$ cat src/rtl/gm_pkg.sv
// Shared types and constants for the game-mode I/O arbiter.
// Used by the top level and by mode_switch_ctrl.
package gm_pkg;

  localparam logic [1:0] ST_ONGOING = 2'b00;
  localparam logic [1:0] ST_X_WIN   = 2'b01;
  localparam logic [1:0] ST_O_WIN   = 2'b10;
  localparam logic [1:0] ST_DRAW    = 2'b11;

  localparam logic [3:0] AN_OFF  = 4'b1111;
  localparam logic [7:0] SEG_OFF = 8'hFF;

  typedef enum logic [1:0] {
    S_IDLE,
    S_WAIT_FRAME,
    S_BLANK,
    S_ACTIVE
  } sw_state_t;

  function automatic logic [2:0] norm_mode(
    input logic [2:0] req,
    input logic [2:0] idle
  );
    return (req < idle) ? req : idle;
  endfunction

endpackage

$ cat src/rtl/game_mode_io_arbiter_if.sv
// Board-side bundle of the game-mode arbiter: engine inputs,
// routed outputs and timer controls.
interface game_mode_io_arbiter_if #(
  parameter int NUM_MODES = 2,
  parameter int LED_W     = 9,
  parameter int GRID_W    = 18
);
  logic [2:0]                  mode_req;
  logic                        frame_begin;
  logic                        round_restart;
  logic [NUM_MODES*LED_W-1:0]  led_in;
  logic [NUM_MODES*4-1:0]      an_in;
  logic [NUM_MODES*8-1:0]      seg_in;
  logic [NUM_MODES*GRID_W-1:0] grid_in;
  logic [NUM_MODES*2-1:0]      status_in;

  logic [LED_W-1:0]            led;
  logic [3:0]                  an;
  logic [7:0]                  seg;
  logic [GRID_W-1:0]           grid_state;
  logic [1:0]                  status;
  logic [2:0]                  active_mode;
  logic                        switching;
  logic                        round_done;
  logic                        timer_hold;
  logic                        timer_reset;

  modport master (
    output mode_req, frame_begin, round_restart,
    output led_in, an_in, seg_in, grid_in, status_in,
    input  led, an, seg, grid_state, status,
    input  active_mode, switching,
    input  round_done, timer_hold, timer_reset
  );

  modport slave (
    input  mode_req, frame_begin, round_restart,
    input  led_in, an_in, seg_in, grid_in, status_in,
    output led, an, seg, grid_state, status,
    output active_mode, switching,
    output round_done, timer_hold, timer_reset
  );
endinterface

$ cat src/rtl/game_mode_io_arbiter_mode_switch_ctrl.sv
// Mode switch FSM: target capture, frame-aligned commit, blanking.
// MODE_SWITCH_FRAME_SYNC_EN makes commits wait for frame_begin.
module mode_switch_ctrl
  import gm_pkg::*;
#(
  parameter int NUM_MODES    = 2,
  parameter int BLANK_FRAMES = 1
) (
  input  logic       clk,
  input  logic       reset,
  input  logic [2:0] mode_req,
  input  logic       frame_begin,
  output sw_state_t  state,
  output logic [2:0] active_mode,
  output logic [2:0] target,
  output logic       commit
);

  localparam logic [2:0] IDLE_M = 3'(NUM_MODES);
  localparam logic [3:0] B_INIT = 4'(BLANK_FRAMES);

  sw_state_t  ret;
  logic [3:0] blank_cnt;
  logic [2:0] req_n;
  logic       fire;

  assign req_n = norm_mode(mode_req, IDLE_M);

`ifdef MODE_SWITCH_FRAME_SYNC_EN
  assign fire = frame_begin;
`else
  assign fire = 1'b1;
`endif

  assign commit = (state == S_WAIT_FRAME)
               && (req_n != active_mode)
               && fire;

  always_ff @(posedge clk) begin
    if (reset) begin
      state       <= S_IDLE;
      ret         <= S_IDLE;
      active_mode <= IDLE_M;
      target      <= IDLE_M;
      blank_cnt   <= '0;
    end else begin
      unique case (state)
        S_IDLE, S_ACTIVE: begin
          if (req_n != active_mode) begin
            target <= req_n;
            ret    <= state;
            state  <= S_WAIT_FRAME;
          end
        end
        S_WAIT_FRAME: begin
          // a request back to the live mode cancels the switch
          if (req_n == active_mode) begin
            state <= ret;
          end else if (fire) begin
            active_mode <= target;
            if (target == IDLE_M) begin
              blank_cnt <= '0;
              state     <= S_IDLE;
            end else if (BLANK_FRAMES == 0) begin
              state <= S_ACTIVE;
            end else begin
              blank_cnt <= B_INIT;
              state     <= S_BLANK;
            end
          end else begin
            target <= req_n;
          end
        end
        S_BLANK: begin
          if (req_n != active_mode) begin
            target <= req_n;
            ret    <= S_BLANK;
            state  <= S_WAIT_FRAME;
          end else if (frame_begin) begin
            blank_cnt <= blank_cnt - 4'd1;
            if (blank_cnt == 4'd1) state <= S_ACTIVE;
          end
        end
        default: state <= S_IDLE;
      endcase
    end
  end

endmodule

$ cat src/rtl/game_mode_io_arbiter.sv
// Routes the committed engine's I/O to the board; makes timer pulses.
// Optional macro: MODE_SWITCH_FRAME_SYNC_EN (frame-aligned commits).
module game_mode_io_arbiter
  import gm_pkg::*;
#(
  parameter int NUM_MODES    = 2,
  parameter int LED_W        = 9,
  parameter int GRID_W       = 18,
  parameter int BLANK_FRAMES = 1
) (
  input  logic                 clk,
  input  logic                 reset,
  game_mode_io_arbiter_if.slave io
);

  localparam logic [2:0] IDLE_M = 3'(NUM_MODES);

  sw_state_t         state;
  logic [2:0]        active_mode;
  logic [2:0]        target;
  logic              commit;
  logic              showing;
  logic              after_rst;
  logic [1:0]        prev_status;
  logic [LED_W-1:0]  sel_led;
  logic [3:0]        sel_an;
  logic [7:0]        sel_seg;
  logic [GRID_W-1:0] sel_grid;
  logic [1:0]        sel_status;
  logic [1:0]        tgt_status;

  mode_switch_ctrl #(
    .NUM_MODES    (NUM_MODES),
    .BLANK_FRAMES (BLANK_FRAMES)
  ) u_ctrl (
    .clk         (clk),
    .reset       (reset),
    .mode_req    (io.mode_req),
    .frame_begin (io.frame_begin),
    .state       (state),
    .active_mode (active_mode),
    .target      (target),
    .commit      (commit)
  );

  always_comb begin
    sel_led    = '0;
    sel_an     = AN_OFF;
    sel_seg    = SEG_OFF;
    sel_grid   = '0;
    sel_status = ST_ONGOING;
    tgt_status = ST_ONGOING;
    for (int i = 0; i < NUM_MODES; i++) begin
      if (active_mode == 3'(i)) begin
        sel_led    = io.led_in[i*LED_W +: LED_W];
        sel_an     = io.an_in[i*4 +: 4];
        sel_seg    = io.seg_in[i*8 +: 8];
        sel_grid   = io.grid_in[i*GRID_W +: GRID_W];
        sel_status = io.status_in[i*2 +: 2];
      end
      if (target == 3'(i)) begin
        tgt_status = io.status_in[i*2 +: 2];
      end
    end
  end

  assign showing        = (state == S_ACTIVE);
  assign io.active_mode = active_mode;
  assign io.switching   = (state == S_WAIT_FRAME)
                       || (state == S_BLANK);

  always_ff @(posedge clk) begin
    if (reset) begin
      io.led         <= '0;
      io.an          <= AN_OFF;
      io.seg         <= SEG_OFF;
      io.grid_state  <= '0;
      io.status      <= ST_ONGOING;
      io.round_done  <= 1'b0;
      io.timer_hold  <= 1'b0;
      io.timer_reset <= 1'b0;
      prev_status    <= ST_ONGOING;
      after_rst      <= 1'b1;
    end else begin
      io.led        <= showing ? sel_led    : '0;
      io.an         <= showing ? sel_an     : AN_OFF;
      io.seg        <= showing ? sel_seg    : SEG_OFF;
      io.grid_state <= showing ? sel_grid   : '0;
      io.status     <= showing ? sel_status : ST_ONGOING;
      io.timer_hold <= showing && (sel_status != ST_ONGOING);
      io.round_done <= showing && (sel_status != prev_status);
      // reload on commit so a switch never looks like a result change
      prev_status   <= commit ? tgt_status : sel_status;
      io.timer_reset <= after_rst || io.round_restart
                     || (commit && (target != IDLE_M));
      after_rst     <= 1'b0;
    end
  end

endmodule

$ cat src/flat_wrapper.sv
// flat-port wrapper written by rule: the top's interface ports become plain ports
module game_mode_io_arbiter_flat import gm_pkg::*;
#(
  parameter int NUM_MODES    = 2,
  parameter int LED_W        = 9,
  parameter int GRID_W       = 18,
  parameter int BLANK_FRAMES = 1
)
  (clk, reset, io_mode_req, io_frame_begin, io_round_restart, io_led_in, io_an_in, io_seg_in, io_grid_in, io_status_in, io_led, io_an, io_seg, io_grid_state, io_status, io_active_mode, io_switching, io_round_done, io_timer_hold, io_timer_reset);
  game_mode_io_arbiter_if #(.NUM_MODES(NUM_MODES), .LED_W(LED_W), .GRID_W(GRID_W)) io_i ();
  input  logic clk;
  input  logic reset;
  input wire logic [$bits(io_i.mode_req)-1:0] io_mode_req;
  input wire logic [$bits(io_i.frame_begin)-1:0] io_frame_begin;
  input wire logic [$bits(io_i.round_restart)-1:0] io_round_restart;
  input wire logic [$bits(io_i.led_in)-1:0] io_led_in;
  input wire logic [$bits(io_i.an_in)-1:0] io_an_in;
  input wire logic [$bits(io_i.seg_in)-1:0] io_seg_in;
  input wire logic [$bits(io_i.grid_in)-1:0] io_grid_in;
  input wire logic [$bits(io_i.status_in)-1:0] io_status_in;
  output wire logic [$bits(io_i.led)-1:0] io_led;
  output wire logic [$bits(io_i.an)-1:0] io_an;
  output wire logic [$bits(io_i.seg)-1:0] io_seg;
  output wire logic [$bits(io_i.grid_state)-1:0] io_grid_state;
  output wire logic [$bits(io_i.status)-1:0] io_status;
  output wire logic [$bits(io_i.active_mode)-1:0] io_active_mode;
  output wire logic [$bits(io_i.switching)-1:0] io_switching;
  output wire logic [$bits(io_i.round_done)-1:0] io_round_done;
  output wire logic [$bits(io_i.timer_hold)-1:0] io_timer_hold;
  output wire logic [$bits(io_i.timer_reset)-1:0] io_timer_reset;
  assign io_i.mode_req = io_mode_req;
  assign io_i.frame_begin = io_frame_begin;
  assign io_i.round_restart = io_round_restart;
  assign io_i.led_in = io_led_in;
  assign io_i.an_in = io_an_in;
  assign io_i.seg_in = io_seg_in;
  assign io_i.grid_in = io_grid_in;
  assign io_i.status_in = io_status_in;
  assign io_led = io_i.led;
  assign io_an = io_i.an;
  assign io_seg = io_i.seg;
  assign io_grid_state = io_i.grid_state;
  assign io_status = io_i.status;
  assign io_active_mode = io_i.active_mode;
  assign io_switching = io_i.switching;
  assign io_round_done = io_i.round_done;
  assign io_timer_hold = io_i.timer_hold;
  assign io_timer_reset = io_i.timer_reset;
  game_mode_io_arbiter #(.NUM_MODES(NUM_MODES), .LED_W(LED_W), .GRID_W(GRID_W), .BLANK_FRAMES(BLANK_FRAMES)) u_core (.clk(clk), .reset(reset), .io(io_i));
endmodule
$ cat config.mk
export PLATFORM = sky130hd
export DESIGN_NAME = game_mode_io_arbiter_flat
export DESIGN_NICKNAME = d
export VERILOG_FILES = /design/src/rtl/gm_pkg.sv /design/src/rtl/game_mode_io_arbiter_if.sv /design/src/rtl/game_mode_io_arbiter_mode_switch_ctrl.sv /design/src/rtl/game_mode_io_arbiter.sv /design/src/flat_wrapper.sv
export SDC_FILE = /design/constraint.sdc
export NUM_CORES = 1
export LEC_CHECK = 0
export CAP_MARGIN = 5
export CORE_MARGIN = 4
export CORE_UTILIZATION = 40
export CTS_CLUSTER_SIZE = 10
export DETAILED_ROUTE_END_ITERATION = 12
export GPL_TIMING_DRIVEN = 1
export PLACE_DENSITY = 0.86
export RECOVER_POWER = 25
export SLEW_MARGIN = 20
export SYNTH_ARGS = -nofsm -noshare
export SYNTH_HDL_FRONTEND = slang
export SYNTH_SLANG_ARGS = --single-unit
$ cat constraint.sdc
create_clock -name clk -period 4 [get_ports clk]
set_clock_uncertainty 0.1 [all_clocks]
set_input_delay 0.8 -clock clk [delete_from_list [all_inputs] [get_ports clk]]
set_output_delay 0.8 -clock clk [all_outputs]
set_load 0.1 [all_outputs]
==> results of run 1 <==
==> power by group through the flow <==
stage,sequential (mW),combinational [mW],clock [mW]
after detailed placement,0.633,0.164,0
after global routing,0.620,0.174,0.534
after global placement,0.633,0.160,0
after CTS,0.620,0.164,0.504
final,0.620,0.164,0.493
after floorplan,0.638,0.0525,0
==> area by class of cell <==
cell class | instances | area, sq um
clock buffers | 13 | 158.9
clock inverters | 3 | 20.02
fillers | 436 | 1657
inverters | 9 | 33.78
multi-input cells | 157 | 1042
flip-flops and latches | 61 | 1221
well taps | 72 | 90.09
repair buffers | 140 | 1385
==> path summary, 6_finish.rpt <==
path | slack, ns | from | endpoint
setup / recovery | 0.98 | u_core.u_ctrl.active_mode[2] | io_active_mode[2]
hold / removal | 0.35 | u_core.after_rst | u_core.io.timer_reset
setup reg to reg | 1.87 | u_core.u_ctrl.active_mode[1] | u_core.u_ctrl.blank_cnt[1]
hold reg to reg | 0.35 | u_core.after_rst | u_core.io.timer_reset
==> placed cells by master, fill, tap and decap left out, drive strengths merged, types with 2 or more instances in the layout <==
cell type / instances
a21oi: 6
clkbuf: 14
mux2i: 4
nor3: 12
nor3b: 2
o31ai: 2
o21ai: 5
a22oi: 30
buf: 4
dfxtp: 61
ha: 5
a221o: 12
nor2: 41
inv: 9
a211oi: 4
clkinvlp: 2
or4: 2
clkdlybuf4s50: 134
nand3: 5
xor2: 4
or3b: 2
nand2: 7
==> kinds of logic (layout without fill, tap and decap cells) <==
group | count (synthesis) | count (layout) | synth area share, %
fa+ha+maj | 5 | 5 | 2.665
buf+inv | 24 | 165 | 3.997
simple gates | 76 | 76 | 15.41
compound gates | 68 | 68 | 22.71
flops | 61 | 61 | 52.03
xor+xnor | 4 | 4 | 1.492
mux | 4 | 4 | 1.706
==> per-stage QoR <==
step                power, mW  hold slack, ns  util, %  setup WS (ns)  area (sq um)
finish                  1.277          0.3487    70.46         0.9785          3951
global route            1.329          0.3633    70.46         0.8996          3951
global placement       0.7934          0.3351    67.34          1.127          3776
detailed placement     0.7970          0.3512    67.34          1.049          3776
floorplan              0.6907          0.3173        -          1.501          2347
CTS                     1.288          0.3595    70.53         0.9496          3955
==> per-layer routing <==
layer | part of all wire [%] | GRT usage (%) | vias to the layer above
met5 | 0 | 0 | -
met4 | 2.4 | 9.353 | 0
met3 | 7.6 | 4.220 | 15
met2 | 49 | 34.31 | 111
met1 | 41 | 24.98 | 1115
li1 | - | - | 1166
==> flip-flops by register name, indices dropped and copies added (netlist names) <==
signal and cells:
u_core.io.grid_state 18, u_core.io.led 9, u_core.io.seg 8, u_core.io.an 4
u_core.u_ctrl.blank_cnt 4, u_core.u_ctrl.active_mode 3, u_core.u_ctrl.target 3, u_core.io.status 2
u_core.prev_status 2, u_core.u_ctrl.ret 2, u_core.u_ctrl.state 2, u_core.after_rst 1
u_core.io.round_done 1, u_core.io.timer_hold 1, u_core.io.timer_reset 1
==> impl_metrics.toml, run 1 <==
[worst_hold_path]
min_path_type = "reg2reg"
hold_depth = 2

[synthesis]
ys_seq_elements = 61
yosys.area.top_type_share_pct = 52.03
ys_types = 40
synth.net_count = 336
yosysSeqAreaShare_pct = 52.03
synth_commonest_cells = "61 x dfxtp_1, 41 x nor2_1, 30 x a22oi_1"
syn_area_per_cell_sq_um = 9.699
synth.most_common_cell = "dfxtp_1"
ys_warn_count = 0
synth_top_flop_cell = "dfxtp_1"
synth_area_leaders = "dfxtp_1 52%, a22oi_1 9.6%, nor2_1 6.6%"
synthesis.area_sq_um = 2347
synth_edf_count = 0
syn_inst = 242
yosysTopAreaCell = "dfxtp_1"
synthArstFlopShare_pct = 0

[power_and_ir_drop]
p_sw_uw = 308.6
ir_drop_v = 0.0002222
clkPwrFrac_pct = 38.6
switching_share_pct = 24.17
power.internal_uw = 967.9
comb_power_share_pct = 12.8
pwr_density_cell_nw_per_um2 = 323.1
p_leak_nw = 1.374
seq_power_share_pct = 48.6

[clock_tree]
clk_pin_slew_ns = 0.07
clock_path_buffers = 2
htreeDepth = 3
cts-resized-gates = 0
numCtsBuffers = 9
clkLatencyLatePin_ns = 0.34
cts_setup_buffers = 0
tritoncts = "built"
cts_root_buf = "clkbuf_8"
clock-sinks = 61
holdBufCountCts = 0

[floorplan]
die_h_um = 84.61
rows = 27
die_area_sq_um = 7158
coreArea_sq_um = 5608
die_width_um = 84.61
ioPinCount = 137
start_util_pct = 41.86

[route]
firstDrtPassIters = 5
drt_wl_total_um = 7340
viasPerCell = 5.290
drcViolationCount = 0
post_drt_wl_per_cell_um = 16.13
via_count = 2407
drt_iter0_markers = 131
ant_nets = 0

[placed_design]
hpwlAfterDp_um = 5604
port_buffers = 136
gp_congestion = 0.9154
dpl.cell_count = 439

[setup_path]
worst_setup_path_end_kind = "output pin"
cp.depth = 1
cp_cell_sequence = "clkdlybuf4s50_1"
cpPeakStageDelay_ns = 1.24
cp_top_family = "buffers and inverters"
crit_type = "reg2out"
critical_path_arrival_ns = 2.12
cp_num_buf_inv = 1
crit_slowest_cell = "clkdlybuf4s50_1"
crit_fanout = 9
startpoint_type = "flop"
timing.critical_path.required_ns = 3.10
reg2regPathDepth = 4

[sta]
finalCritPeriodShare_pct = 75.54
slew_violations = 0
setup_viol = 0
fin_crit_ns = 3.022
timing.setup.tns_ns = 0
max_slew.worst_pin.slew_ns = 1.040
slew_headroom_pct = 30.43
rsz0062_at_grt = "no"
max_freq_mhz = 331.0
hold_viol = 0

[grt]
grt-ovfl-total = 0
antenna_found_initial = 0
grt_usage_pct = 20.42
grt_pass1_vias = 2304
grt_max_degree = 35
grt_pass1_wl_um = 11610

[finish]
layout-drive-gt1-share_pct = 7.050
stdcell_count = 455
final_nets = 472
area_growth_pct = 68.34
diodes = 0

[status]
status = "finished, final reports clean"

[flow_run]
maxCapViolations = 0
Power figures use the tool's default switching activity.
==> inputs of run 2 (changes only) <==
CORE_UTILIZATION = 34   (was 40)
PLACE_DENSITY = 0.78   (was 0.86)
clock period = 2.46 ns   (was 4 ns; I/O delays follow)
==> run 2 against run 1 <==
  * Die area is 16% higher
  * Sequential share of layout area up 0.68 points
  * Hold slack improved by 0.011 ns
  * Critical endpoint is now u_core.u_ctrl.blank_cnt[1]
  * Largest cell class unchanged
  * Largest power group unchanged
==> impl_metrics.toml, run 2 (synthesis gave the netlist of run 1 again) <==
[worst_hold_path]
worstHoldStart = "u_core.after_rst"
min_to = "u_core.io.timer_reset"
min_path_type = "reg2reg"
hold_depth = 2

[floorplan]
rows = 30
die_area_sq_um = 8297
start_util_pct = 34.74
die_width_um = 91.09
ioPinCount = 137
die_h_um = 91.09
coreArea_sq_um = 6756

[clock_tree]
clock-sinks = 61
holdBufCountCts = 0
clk_pin_slew_ns = 0.07
htreeDepth = 3
cts-resized-gates = 0
tritoncts = "built"
clock_path_buffers = 2
clkLatencyLatePin_ns = 0.32
cts_root_buf = "clkbuf_8"
numCtsBuffers = 9
cts_setup_buffers = 0

[placed_design]
pre_cts_ws_ns = -0.06013
gp_congestion = 0.9112
hpwlAfterDp_um = 5490
port_buffers = 136

[grt]
grt_pass1_wl_um = 11170
antenna_found_initial = 0
grtUsageMet2_pct = 28.02
met3_usage_pct = 5.137
grt_max_degree = 32
grt-ovfl-total = 0
use_met1_pct = 19.91
grt_usage_pct = 16.48
grt_pass1_vias = 2361
top_usage_layer = "met2"

[route]
ant_nets = 0
via_count = 2390
firstDrtPassIters = 4
drt_wl_total_um = 7127
drt_iter0_markers = 79
viasPerCell = 5.053
drcViolationCount = 0
post_drt_wl_per_cell_um = 15.07

[power_and_ir_drop]
p_leak_nw = 1.419
pwr_density_cell_nw_per_um2 = 578.7
ir_drop_v = 0.0003332

[sta]
whs_ns = 0.3596
hold_viol = 0
fin_crit_ns = 2.192
slew_violations = 0
setup_viol = 0
finalCritPeriodShare_pct = 89.10
slew_headroom_pct = 20.18
max_freq_mhz = 456.2
rsz0062_at_grt = "no"
final.setup.worst_slack_ns = 0.2681
max_slew.worst_pin.slew_ns = 1.202

[finish]
reg_top3 = "u_core.io.grid_state (18), u_core.io.led (9), u_core.io.seg (8)"
final_nets = 482
largest-register = "u_core.io.grid_state"
diodes = 0
final_common_cell = "clkdlybuf4s50_1"
layout-drive-gt1-share_pct = 15.27
final_cell_mix = "88 x clkdlybuf4s50_1, 60 x dfxtp_1, 41 x nor2_1, 34 x buf_4, 30 x a22oi_1"
area_growth_pct = 64.87
largest_reg_flops = 18

[setup_path]
critical_path_arrival_ns = 2.27
reg2regPathDepth = 8
worstReg2RegEnd = "u_core.u_ctrl.blank_cnt[2]"
startpoint_type = "input pin"
timing.critical_path.required_ns = 2.54
crit_fanout = 5
reg2reg_from = "u_core.u_ctrl.state[1]"
reg2reg_slack_ns = 0.42
crit_type = "in2reg"
worst_setup_path_end_kind = "flop"

[status]
status = "finished, final reports clean"

[flow_run]
maxCapViolations = 0
==> run 2: cell count changes in the layout (fill, tap and decap cells not counted), sizes merged <==
cell	previous run	this run
buf	4	35
bufinv	0	2
clkbuf	14	37
clkdlybuf4s50	134	88
clkinv	1	2
clkinvlp	2	1
dlygate4sd3	1	0
inv	9	10
==> run 2: how the worst max path moves through the flow <==
| stage | start | end | slack, ns | cells past startpoint |
|---|---|---|---|---|
| CTS | io_mode_req[2] | u_core.u_ctrl.ret[1] | 0.29 | 6 |
| finish | io_mode_req[2] | u_core.u_ctrl.blank_cnt[1] | 0.27 | 7 |
| detailed placement | io_mode_req[2] | u_core.u_ctrl.state[1] | -0.06 | 6 |
| global route | io_mode_req[2] | u_core.u_ctrl.blank_cnt[2] | 0.14 | 7 |
| global placement | io_mode_req[2] | u_core.u_ctrl.state[1] | -0.01 | 6 |
| floorplan | u_core.u_ctrl.active_mode[1] | u_core.u_ctrl.state[1] | 0.06 | 5 |
==> run 2: layout make-up <==
cell class	instances	area (sq um)
repair buffers	150	1257
fillers	626	2887
clock inverters	6	86.33
inverters	9	33.78
multi-input cells	157	1042
well taps	80	100.1
clock buffers	10	127.6
flip-flops and latches	61	1222
==> run 2: stage by stage <==
stage	util (%)	setup TNS [ns]	std cells	total power, mW	cell area, sq um
floorplan	-	0	242	1.123	2349
global placement	55.61	-0.01109	457	1.305	3757
detailed placement	55.61	-0.2852	457	1.311	3757
CTS	58.78	0	473	2.265	3971
global route	57.28	0	473	2.331	3870
finish	57.28	0	473	2.239	3870
==> run 2: report_power, final <==
group          total, mW  internal, mW  switching (mW)
Sequential          1.01         0.999         0.00791
Combinational      0.281         0.167           0.114
Clock              0.952         0.571           0.382
==> run 2: per-layer routing <==
layer	routed length (um)	up-vias
met5	0	-
met4	42	0
met3	646	6
met2	3366	112
met1	3071	1083
li1	-	1189
==> run 2: critical path: stages <==
cell and delay, ns:
clkdlybuf4s50_1 0.42, buf_4 0.15, o21ai_1 0.26, a211o_1 0.22, nand2_1 0.16, nor3_1 0.40, o32ai_1 0.16
==> inputs of run 3 (changes only) <==
CORE_UTILIZATION = 35   (was 34)
CTS_BUF_LIST = sky130_fd_sc_hd__clkbuf_2 sky130_fd_sc_hd__clkbuf_4 sky130_fd_sc_hd__clkbuf_8   (was not set)
GPL_TIMING_DRIVEN = not set   (was 1)
PLACE_DENSITY = 0.8   (was 0.78)
==> run 3 against run 2 <==
  * Sequential cell count unchanged
  * Fmax is 3.3% lower
  * Global-route usage increased by 1.0 points
  * Sequential share of layout area up 0.27 points
  * Register-to-register slack worse by 0.10 ns
  * Wire length is 1.8% higher
==> impl_metrics.toml, run 3 (synthesis gave the netlist of run 1 again) <==
[sta]
fin_crit_ns = 2.266
max_slew.worst_pin.slew_ns = 1.201
finalCritPeriodShare_pct = 92.12
timing.setup.tns_ns = 0
whs_ns = 0.3882
max_freq_mhz = 441.3
rsz0062_at_grt = "no"
slew_violations = 0
setup_viol = 0
slew_headroom_pct = 20.30
hold_viol = 0

[placed_design]
gp_congestion = 0.8960
dpl.cell_count = 452
port_buffers = 136
hpwlAfterDp_um = 5482

[route]
ant_nets = 0
post_drt_wl_per_cell_um = 15.50
drt_wl_total_um = 7256
firstDrtPassIters = 4
viasPerCell = 5.139
drcViolationCount = 0
via_count = 2405
drt_iter0_markers = 101

[power_and_ir_drop]
power.total_mw = 2.086
p_leak_nw = 1.410
pwr_density_cell_nw_per_um2 = 543.6
ir_drop_v = 0.0002449

[finish]
reg_top3 = "u_core.io.grid_state (18), u_core.io.led (9), u_core.io.seg (8)"
fillCellCount = 576
final_nets = 480
final_cell_mix = "88 x clkdlybuf4s50_1, 60 x dfxtp_1, 41 x nor2_1, 37 x buf_4, 30 x a22oi_1"
stdcell_count = 468
largest_reg_flops = 18
diodes = 0
multi_input_area_sq_um = 1042
area_growth_pct = 63.49
largest-register = "u_core.io.grid_state"
layout-drive-gt1-share_pct = 16.37
seqCellArea_sq_um = 1222
utilization_pct = 59.75
final_common_cell = "clkdlybuf4s50_1"

[grt]
grt_usage_pct = 17.48
grt_pass1_wl_um = 11480
grt-ovfl-total = 0
grt_max_degree = 32
grt_pass1_vias = 2281
antenna_found_initial = 0

[clock_tree]
holdBufCountCts = 0
clkLatencyLatePin_ns = 0.32
htreeDepth = 3
cts_root_buf = "clkbuf_8"
cts-resized-gates = 0
clk_pin_slew_ns = 0.07
tritoncts = "built"
cts_setup_buffers = 0
clock-sinks = 61
numCtsBuffers = 9
clock_path_buffers = 2

[floorplan]
die_h_um = 89.89
rows = 29
start_util_pct = 36.55
die_width_um = 89.89
die_area_sq_um = 8080
coreArea_sq_um = 6422
ioPinCount = 137

[setup_path]
crit_type = "in2reg"
crit_fanout = 5
startpoint_type = "input pin"
critical_path_arrival_ns = 2.35
worst_setup_path_end_kind = "flop"
timing.critical_path.required_ns = 2.54

[worst_hold_path]
min_path_type = "reg2reg"

[status]
status = "finished, final reports clean"

[flow_run]
maxCapViolations = 0
-- run 3: worst max-delay path, cell delays in order --
cell and delay (ns):
clkdlybuf4s50_1 0.42, buf_4 0.15, o21ai_1 0.29, a211o_1 0.23, nand2_1 0.16, nor3_1 0.42, o32ai_1 0.17
-- run 3: area by class of cell --
| type | instances | share of cell area, % |
|---|---|---|
| clock buffers | 12 | 4.141 |
| clock inverters | 4 | 0.5869 |
| inverters | 9 | 0.8803 |
| multi-input cells | 157 | 27.16 |
| flip-flops and latches | 61 | 31.86 |
| well taps | 77 | 2.511 |
| repair buffers | 148 | 32.87 |
-- run 3: worst paths after layout --
| check | start | to | slack (ns) | depth (start not counted) |
|---|---|---|---|---|
| hold reg to reg | u_core.after_rst | u_core.io.timer_reset | 0.39 | 2 |
| setup reg to reg | u_core.u_ctrl.active_mode[2] | u_core.io.led[5] | 0.32 | 4 |
| setup / recovery | io_mode_req[2] | u_core.u_ctrl.blank_cnt[1] | 0.19 | 7 |
| hold / removal | u_core.after_rst | u_core.io.timer_reset | 0.39 | 2 |
-- run 3: per-layer routing --
layer / vias to the layer above / global-route usage [%] / part of all wire (%)
li1: 1181 / - / -
met1: 1096 / 21.58 / 43
met2: 119 / 28.20 / 46
met3: 9 / 5.843 / 9.0
met4: 0 / 6.888 / 1.3
met5: - / 0 / 0
-- run 3: where the power goes --
group	internal, mW	switching, mW	total (mW)
sequential	0.999	0.00829	1.01
combinational	0.167	0.114	0.281
clock	0.427	0.371	0.798
total	1.59	0.493	2.09
-- run 3: stage by stage --
stage / setup WS (ns) / area (sq um)
finish: 0.1939 / 3837
floorplan: 0.05685 / 2349
global placement: -0.005489 / 3739
CTS: 0.2614 / 3920
detailed placement: -0.07437 / 3739
global route: 0.06776 / 3837
